==> src/rtl/cache_instr_aligner_pkg.sv <==
// ---------------------------------------------------------------------------
// cache_instr_aligner_pkg
//   Shared state encoding, RVC decode constant and line-geometry helpers for
//   the instruction fetch aligner.
//   Revision: 1.0
// ---------------------------------------------------------------------------
`default_nettype none

package cache_instr_aligner_pkg;

  typedef enum logic [2:0] {
    S_IDLE       = 3'd0,
    S_LOOKUP     = 3'd1,
    S_LOOKUP_NXT = 3'd2,
    S_REFILL_CUR = 3'd3,
    S_REFILL_NXT = 3'd4,
    S_RESP       = 3'd5
  } state_e;

  // Both low bits set marks a 32-bit encoding; anything else is compressed.
  localparam logic [1:0] RVC_MASK = 2'b11;

  function automatic logic is_rvc(input logic [15:0] hw);
    return (hw[1:0] & RVC_MASK) != RVC_MASK;
  endfunction

  function automatic int block_bytes(input int block_size);
    return block_size / 8;
  endfunction

  function automatic int hw_cnt(input int block_size);
    return block_size / 16;
  endfunction

  function automatic int off_w(input int block_size);
    return $clog2(block_size / 8);
  endfunction

endpackage

`default_nettype wire

==> src/rtl/cache_instr_aligner_extract.sv <==
// ---------------------------------------------------------------------------
// cache_instr_aligner_extract
//   Combinational halfword selector: returns the halfword at an index, the
//   following halfword (zero when none exists in the line) and a flag marking
//   the last halfword of the line.
//   Revision: 1.0
// ---------------------------------------------------------------------------
`default_nettype none

module cache_instr_aligner_extract
  import cache_instr_aligner_pkg::*;
#(
  parameter int BLOCK_SIZE = 128,
  parameter int IDX_W      = 3
) (
  input  logic [BLOCK_SIZE-1:0] block,
  input  logic [IDX_W-1:0]      idx,
  output logic [15:0]           hw_lo,
  output logic [15:0]           hw_hi,
  output logic                  last
);

  localparam int HW_CNT = hw_cnt(BLOCK_SIZE);
  localparam logic [IDX_W-1:0] LAST_HW = IDX_W'(HW_CNT - 1);

  logic [15:0] hws [HW_CNT];

  for (genvar g = 0; g < HW_CNT; g++) begin : g_hw
    assign hws[g] = block[g*16 +: 16];
  end

  // Select the addressed halfword and its successor within the same line.
  always_comb begin
    hw_lo = hws[idx];
    hw_hi = '0;
    last  = (idx == LAST_HW);
    if (!last) begin
      hw_hi = hws[idx + 1'b1];
    end
  end

endmodule

`default_nettype wire

==> src/rtl/cache_instr_aligner.sv <==
// ---------------------------------------------------------------------------
// cache_instr_aligner
//   Sequential fetch aligner between core and I-cache for mixed RVC/RV32
//   streams. Looks up the line holding the PC, extracts a 16- or 32-bit
//   instruction, and for 32-bit instructions straddling a line boundary
//   fetches (and if needed refills) the next line while holding the low half.
//   Revision: 1.0
// ---------------------------------------------------------------------------
`default_nettype none

module cache_instr_aligner
  import cache_instr_aligner_pkg::*;
#(
  parameter int BLOCK_SIZE = 128,
  parameter int ADDR_W     = 32
) (
  input  logic                  clk_i,
  input  logic                  rst_ni,
  input  logic                  flush_i,
  input  logic                  core_req_i,
  input  logic [ADDR_W-1:0]     core_pc_i,
  output logic                  core_gnt_o,
  output logic                  core_valid_o,
  input  logic                  core_ready_i,
  output logic [31:0]           core_instr_o,
  output logic                  core_rvc_o,
  output logic                  cache_rd_o,
  output logic [ADDR_W-1:0]     cache_addr_o,
  input  logic                  cache_hit_i,
  input  logic [BLOCK_SIZE-1:0] cache_block_i,
  output logic                  refill_req_o,
  output logic [ADDR_W-1:0]     refill_addr_o,
  input  logic                  refill_done_i
);

  localparam int BLOCK_BYTES = block_bytes(BLOCK_SIZE);
  localparam int OFF_W       = off_w(BLOCK_SIZE);
  localparam int IDX_W       = OFF_W - 1;

  state_e              state;
  logic [ADDR_W-1:1]   pc_q;
  logic [15:0]         hold_q;
  logic [ADDR_W-1:0]   line_q;
  logic                pend_flush;
  logic                gnt_q;
  logic                rd_q;
  logic                refill_q;
  logic                valid_q;
  logic [31:0]         instr_q;
  logic                rvc_q;

  logic [15:0]         hw_lo;
  logic [15:0]         hw_hi;
  logic                hw_last;
  logic [ADDR_W-1:0]   line_cur;
  logic [ADDR_W-1:0]   line_nxt;
  logic [ADDR_W-1:0]   line_req;
  logic                pc_lsb_unused;

  // Halfword address bit 0 carries no information for the aligner.
  assign pc_lsb_unused = core_pc_i[0];

  assign line_cur = {pc_q[ADDR_W-1:OFF_W], {OFF_W{1'b0}}};
  assign line_nxt = line_cur + ADDR_W'(BLOCK_BYTES);
  assign line_req = {core_pc_i[ADDR_W-1:OFF_W], {OFF_W{1'b0}}};

  cache_instr_aligner_extract #(
    .BLOCK_SIZE (BLOCK_SIZE),
    .IDX_W      (IDX_W)
  ) u_extract (
    .block (cache_block_i),
    .idx   (pc_q[OFF_W-1:1]),
    .hw_lo (hw_lo),
    .hw_hi (hw_hi),
    .last  (hw_last)
  );

  // Grant is registered so it stays low out of reset, but a flush masks it
  // within the same cycle so flush always wins over a new request.
  assign core_gnt_o    = gnt_q & ~flush_i;
  assign core_valid_o  = valid_q;
  assign core_instr_o  = instr_q;
  assign core_rvc_o    = rvc_q;
  assign cache_rd_o    = rd_q;
  assign cache_addr_o  = line_q;
  assign refill_req_o  = refill_q;
  assign refill_addr_o = line_q;

  // Fetch FSM with registered outputs; a refill is never abandoned midway,
  // a flush during refill is remembered and honoured once the refill ends.
  always_ff @(posedge clk_i or negedge rst_ni) begin
    if (!rst_ni) begin
      state      <= S_IDLE;
      pc_q       <= '0;
      hold_q     <= '0;
      line_q     <= '0;
      pend_flush <= 1'b0;
      gnt_q      <= 1'b0;
      rd_q       <= 1'b0;
      refill_q   <= 1'b0;
      valid_q    <= 1'b0;
      instr_q    <= '0;
      rvc_q      <= 1'b0;
    end else begin
      case (state)
        S_IDLE: begin
          gnt_q <= 1'b1;
          if (core_req_i && core_gnt_o) begin
            pc_q   <= core_pc_i[ADDR_W-1:1];
            line_q <= line_req;
            gnt_q  <= 1'b0;
            rd_q   <= 1'b1;
            state  <= S_LOOKUP;
          end
        end
        S_LOOKUP: begin
          if (flush_i) begin
            rd_q  <= 1'b0;
            gnt_q <= 1'b1;
            state <= S_IDLE;
          end else if (!cache_hit_i) begin
            rd_q     <= 1'b0;
            refill_q <= 1'b1;
            state    <= S_REFILL_CUR;
          end else if (is_rvc(hw_lo)) begin
            rd_q    <= 1'b0;
            valid_q <= 1'b1;
            instr_q <= {16'h0000, hw_lo};
            rvc_q   <= 1'b1;
            state   <= S_RESP;
          end else if (!hw_last) begin
            rd_q    <= 1'b0;
            valid_q <= 1'b1;
            instr_q <= {hw_hi, hw_lo};
            rvc_q   <= 1'b0;
            state   <= S_RESP;
          end else begin
            hold_q <= hw_lo;
            line_q <= line_nxt;
            state  <= S_LOOKUP_NXT;
          end
        end
        S_LOOKUP_NXT: begin
          rd_q <= 1'b0;
          if (flush_i) begin
            gnt_q <= 1'b1;
            state <= S_IDLE;
          end else if (cache_hit_i) begin
            valid_q <= 1'b1;
            instr_q <= {cache_block_i[15:0], hold_q};
            rvc_q   <= 1'b0;
            state   <= S_RESP;
          end else begin
            refill_q <= 1'b1;
            state    <= S_REFILL_NXT;
          end
        end
        S_REFILL_CUR, S_REFILL_NXT: begin
          if (flush_i) begin
            pend_flush <= 1'b1;
          end
          if (refill_done_i) begin
            refill_q   <= 1'b0;
            pend_flush <= 1'b0;
            if (pend_flush || flush_i) begin
              gnt_q <= 1'b1;
              state <= S_IDLE;
            end else begin
              rd_q  <= 1'b1;
              state <= (state == S_REFILL_CUR) ? S_LOOKUP : S_LOOKUP_NXT;
            end
          end
        end
        S_RESP: begin
          if (flush_i || core_ready_i) begin
            valid_q <= 1'b0;
            instr_q <= '0;
            rvc_q   <= 1'b0;
            gnt_q   <= 1'b1;
            state   <= S_IDLE;
          end
        end
        default: begin
          rd_q     <= 1'b0;
          refill_q <= 1'b0;
          valid_q  <= 1'b0;
          gnt_q    <= 1'b1;
          state    <= S_IDLE;
        end
      endcase
    end
  end

endmodule

`default_nettype wire

==> config.mk <==
export PLATFORM = sky130hd
export DESIGN_NAME = cache_instr_aligner
export DESIGN_NICKNAME = d
export VERILOG_FILES = /design/src/rtl/cache_instr_aligner_pkg.sv /design/src/rtl/cache_instr_aligner_extract.sv /design/src/rtl/cache_instr_aligner.sv
export SDC_FILE = /design/constraint.sdc
export NUM_CORES = 1
export LEC_CHECK = 0
export ABC_AREA = 0
export CAP_MARGIN = 20
export CORE_UTILIZATION = 51
export DETAILED_ROUTE_END_ITERATION = 10
export MAX_ROUTING_LAYER = met4
export PLACE_DENSITY = 0.85
export SLEW_MARGIN = 5
export SYNTH_ARGS = -nofsm -noshare
export SYNTH_HDL_FRONTEND = slang
export SYNTH_SLANG_ARGS = --single-unit
==> constraint.sdc <==
create_clock -name clk_i -period 5.7 [get_ports clk_i]
set_input_delay 1.425 -clock clk_i [delete_from_list [all_inputs] [get_ports clk_i]]
set_output_delay 1.425 -clock clk_i [all_outputs]
set_load 0.01 [all_outputs]
=== After elaboration in Yosys (flattened, before gate mapping) ===
Cells that the tools add are included.

* Output and inout port bits: 101
* Word-level logic and storage cells: 132
* Input port bits: 167
* Register bits: 120

* Muxes and demuxes: 65
* Equal/unequal tests: 23
* Add/sub/neg operators: 2
* Reductions and logical operators: 21
* Magnitude comparators: 2
* Bitwise gates (word level): 8

{| class="wikitable"
|+ Operator list
! cell !! count
|-
| $mux 32 || 12
|-
| $bmux 16 s3 || 2
|-
| $pmux 32 s3 || 1
|-
| $mux 16 || 4
|-
| $pmux 32 s2 || 1
|-
| $add 32x5->32 const B || 1
|-
| $mux 1 || 29
|-
| $ne 2x2->1 const B || 14
|-
| $mux 3 || 8
|-
| $pmux 3 s5 || 1
|-
| $reduce_and 7->1 || 2
|-
| $pmux 1 s4 || 3
|-
| $reduce_and 5->1 || 2
|-
| $eq 3x3->1 const B || 3
|-
| $ge 4x4->1 const B || 2
|-
| $not 3->4 || 2
|-
| $reduce_and 4->1 || 2
|-
| $eq 3x2->1 const B || 2
|-
| $pmux 1 s3 || 2
|-
| $reduce_and 6->1 || 1
|-
| $reduce_or 2->1 || 3
|-
| $ne 5x5->1 const B || 1
|-
| $not 1->1 || 5
|-
| $mux 2 || 2
|-
| other kinds (13) || 16
|}

=== Logic depth before layout (Yosys ltp) ===
* Word-level depth: 10
* Mapped depth: 9

=== Hierarchy ===
From an unflattened synthesis, not the netlist that was laid out.

* Cells, all modules: 797
* Area, all modules: 7890.1 um2

{| class="wikitable"
|+ Modules (own cells, without submodules)
! module !! area an instance (um2) !! instances !! cells each !! seq. area each (um2)
|-
| cache_instr_aligner || 5810.6 || 1 || 663 || 2902.8
|-
| cache_instr_aligner_extract || 2079.5 || 1 || 134 || 0.0
|}

=== Worst setup path after synthesis ===
Ideal clock, no wire load.

* Path kind: input port to output port
* Start point: input port flush_i
* End point: output port core_gnt_o
* Arrival: 1.778 ns
* Buffers on the path: 1
* Stages on the path: 2
* Setup slack: 2.497 ns
* Cell sequence: clkbuf_1 -> nor2_1

* Longest elaborated chain between the ends: 2

{| class="wikitable"
|+ Ends and longest elaborated chain
! element !! RTL line !! source
|-
| start, declared || cache_instr_aligner.sv:19 || <nowiki>input logic flush_i,</nowiki>
|-
| $not 1->1 (no line) || n/a ||
|-
| $and 1x1->1 || cache_instr_aligner.sv:80 || <nowiki>assign core_gnt_o = gnt_q & ~flush_i;</nowiki>
|-
| end, declared || cache_instr_aligner.sv:22 || <nowiki>output logic core_gnt_o,</nowiki>
|}

Every way passes these cells.

=== Worst setup path after layout ===
Ends and elaborated chain as after synthesis.

==> metrics.md <==
| Metric | Value |
|---|---|
| Worst r2r src | pc_q[1] |
| R2R depth | 6 |
| Vias in the first global route | 7147 |
| GP Congestion | 0.909 |
| Final setup TNS | 0 ns |
| Synthesis warning total | 0 |
| Cells after synthesis | 849 |
| Worst R2R Setup Slack | 2.27 ns |
| H-tree Lvls | 4 |
| Filler Cells Inserted | 1130 |
| Chip Width | 128 um |
| Final critical-path share of the clock period | 74.8% |
| Area growth, synth to finish | 38.9% |
| Mapped cell area | 8140 um^2 |
| Most common library cell in the layout ignoring fill and taps | clkdlybuf4s50_1 |
| Worst IR Drop VDD | 0.000291 V |
| Drt via density | 5.75 |
| Max Root-Sink Buffers | 2 |
| Final setup fails | 0 |
| Routed len/inst | 18.0 um |
| Initial Util | 52.9% |
| Post-synth EDFFs | 0 |
| Worst hold slack | 0.472 ns |
| Clock sinks | 116 |
| Core Footprint | 15400 um^2 |
| Post-Route WL | 22900 um |
| Pwr Density | 540 nW/um^2 |
| Critical path capture point type | output port |
| Seq/Total Area, Yosys | 35.7% |
| Min Clock Period, post-route | 4.26 ns |
| Die ar. | 16500 um^2 |
| Max stage delay on crit path | 0.61 ns |
| Row count | 45 |
| Clock transition at path regs | 0.05 ns |
| Worst setup SP type | input port |
| Hold/Removal Path Class | register to register |
| I/O pin count | 268 |
| Initial antenna violation count | 0 |
| CTS buffer count | 17 |
| Final Hold Vio Count | 0 |
| Cts hold-fix bufs | 0 |
| Layout cells sized above 1 | 12.3% |
| Post-synth top flop | dfrtp_1 |
| Port-buffer cells | 258 |
| Post-synthesis cell type count | 57 |
| Slowest stage cell, crit path | clkdlybuf4s50_1 |
| Largest net degree at the start of global routing | 85 |
| Antenna Violating Nets Remaining | 0 |
| Worst path most repeated cell | clkdlybuf4s50_1 |
| CP Capture Point | core_gnt_o |
| Via count | 7331 |
| Beginning of the critical path | flush_i |
| DRC Markers | 0 |
| Layout Utilization | 73.6% |
| Peak fanout along the critical path | 13 |
| Worst-skew pair later-pin latency | 0.42 ns |
| Worst slew pin tran | 1.05 ns |
| Max-cap viol count | 0 |
| CTS tree | built |
| Most frequent cells in the layout | clkdlybuf4s50_1 (257), nand2_1 (182), dfrtp_1 (115), mux2i_1 (77), o21ai_0 (70) |
| R2R Path End | core_instr_o[12] |
| Lkg Pwr | 4.64 nW |
| Max Clock Freq | 0.235 GHz |
| DP HPWL | 16800 um |
| Worst-path cell chain | clkdlybuf4s50_1 -> nor2_1 -> clkdlybuf4s50_1 |
| Fin nets | 1221 |
| Syn avg cell area | 9.59 um^2 |
| # resized after CTS | 0 |
| Crit Path Category | input port to output port |
| First-pass GRT wire length | 36400 um |
| RSZ-0062 raised after global routing | no |
| Worst EP required | 4.28 ns |
| Clock skew | 0.00785 ns |
| Yosys reg bits | 116 |
| Postcts setup bufs | 0 |
| # diodes | 0 |
| CTS root buffer | clkbuf_16 |
| Congestion Overflow GR | 0 |
| Die H | 128 um |
| Slew margin rel. | 29.7% |
| GR Util All Layers | 29.7% |
| DR pass1 iterations | 5 |
| Critical Path AT | 2.84 ns |
| Run status | complete, no violations |
| Slew Viols, Final | 0 |
| Synth async-reset ratio | 100% |
| Drt initial violations | 470 |
layer usage:
metal / vias up / GRT usage, % / wire (um)
met2: 318 / 51.0 / 11900
met1: 3507 / 34.4 / 9080
met4: 0 / 11.2 / 567
met3: 50 / 5.59 / 1410
li1: 3456 / - / -
met5: - / - / 0
sequential cells by signal, summed over array words and instances, names as in the netlist:
name          cells
pend_flush        1
hold_q           16
state             3
cache_rd_o        1
pc_q             31
gnt_q             1
core_rvc_o        1
refill_req_o      1
cache_addr_o     28
core_valid_o      1
core_instr_o     32
worst min path at each step:
stage,start,to,cells past startpoint
finish,hold_q[0],hold_q[0],1
global route,hold_q[1],hold_q[1],1
CTS,hold_q[1],hold_q[1],1
detailed placement,hold_q[1],hold_q[1],1
global placement,hold_q[1],hold_q[1],1
floorplan,hold_q[0],hold_q[0],1
per-stage QoR:
step / std cells / cell area [um^2] / worst slack (ns) / total power [W]
2_1_floorplan: 856 / 8160 / 2.50 / 0.00373
3_3_place_gp: 1240 / 10600 / 1.38 / 0.00478
3_5_place_dp: 1240 / 10600 / 1.19 / 0.00487
4_1_cts: 1271 / 11200 / 1.43 / 0.00607
5_1_grt: 1274 / 11300 / 1.38 / 0.00650
6_report: 1274 / 11300 / 1.44 / 0.00611
cell type report:
type / instances / area, um^2 / area share (%)
clock buffer: 21 / 440 / 3.90
clock inverter: 10 / 205 / 1.81
inverter: 7 / 26.3 / 0.232
multi-input combinational: 635 / 4720 / 41.7
sequential: 116 / 2910 / 25.7
tap: 211 / 264 / 2.34
timing repair buffer: 274 / 2740 / 24.3
kinds of logic after synthesis:
group / Yosys count / synth area share [%]
other: 1 / 0.0461
DFF: 116 / 35.7
muxes: 175 / 27.6
xor gates and xnor gates: 14 / 1.51
AOI/OAI and AO/OA: 155 / 12.0
and+or+nand+nor: 280 / 15.7
buffers and inverters: 105 / 7.00
adders and majority gates: 3 / 0.461
power breakdown:
| group | internal, W | switching, W | total (W) |
|---|---|---|---|
| clock | 0.000814 | 0.000370 | 0.00118 |
| combinational | 0.00176 | 0.00161 | 0.00337 |
| sequential | 0.00118 | 0.000373 | 0.00155 |
| total | 0.00375 | 0.00235 | 0.00611 |
cells in the mapped netlist (all sizes together), types with 6 or more instances:
master | n | share of area [%]
a21oi | 9 | 0.55
a22oi | 30 | 2.8
nor2 | 24 | 1.1
dfrtp | 116 | 36
xnor2 | 9 | 0.97
nand3 | 15 | 0.92
nand2 | 182 | 8.4
nor3 | 6 | 0.37
buf | 65 | 5.2
or4 | 14 | 1.3
inv | 7 | 0.32
mux4 | 33 | 9.1
o21ai | 71 | 4.4
clkbuf | 33 | 1.5
nand4 | 7 | 0.72
a31oi | 15 | 1.3
mux2i | 77 | 9.5
o31ai | 11 | 1.0
mux2 | 65 | 9.0
critical path, delay by kind of cell:
family / cells / cell delay, ns
buf+inv: 2 / 1.22
simple gates: 1 / 0.19
Note: power is estimated with default switching activity, not from simulation.
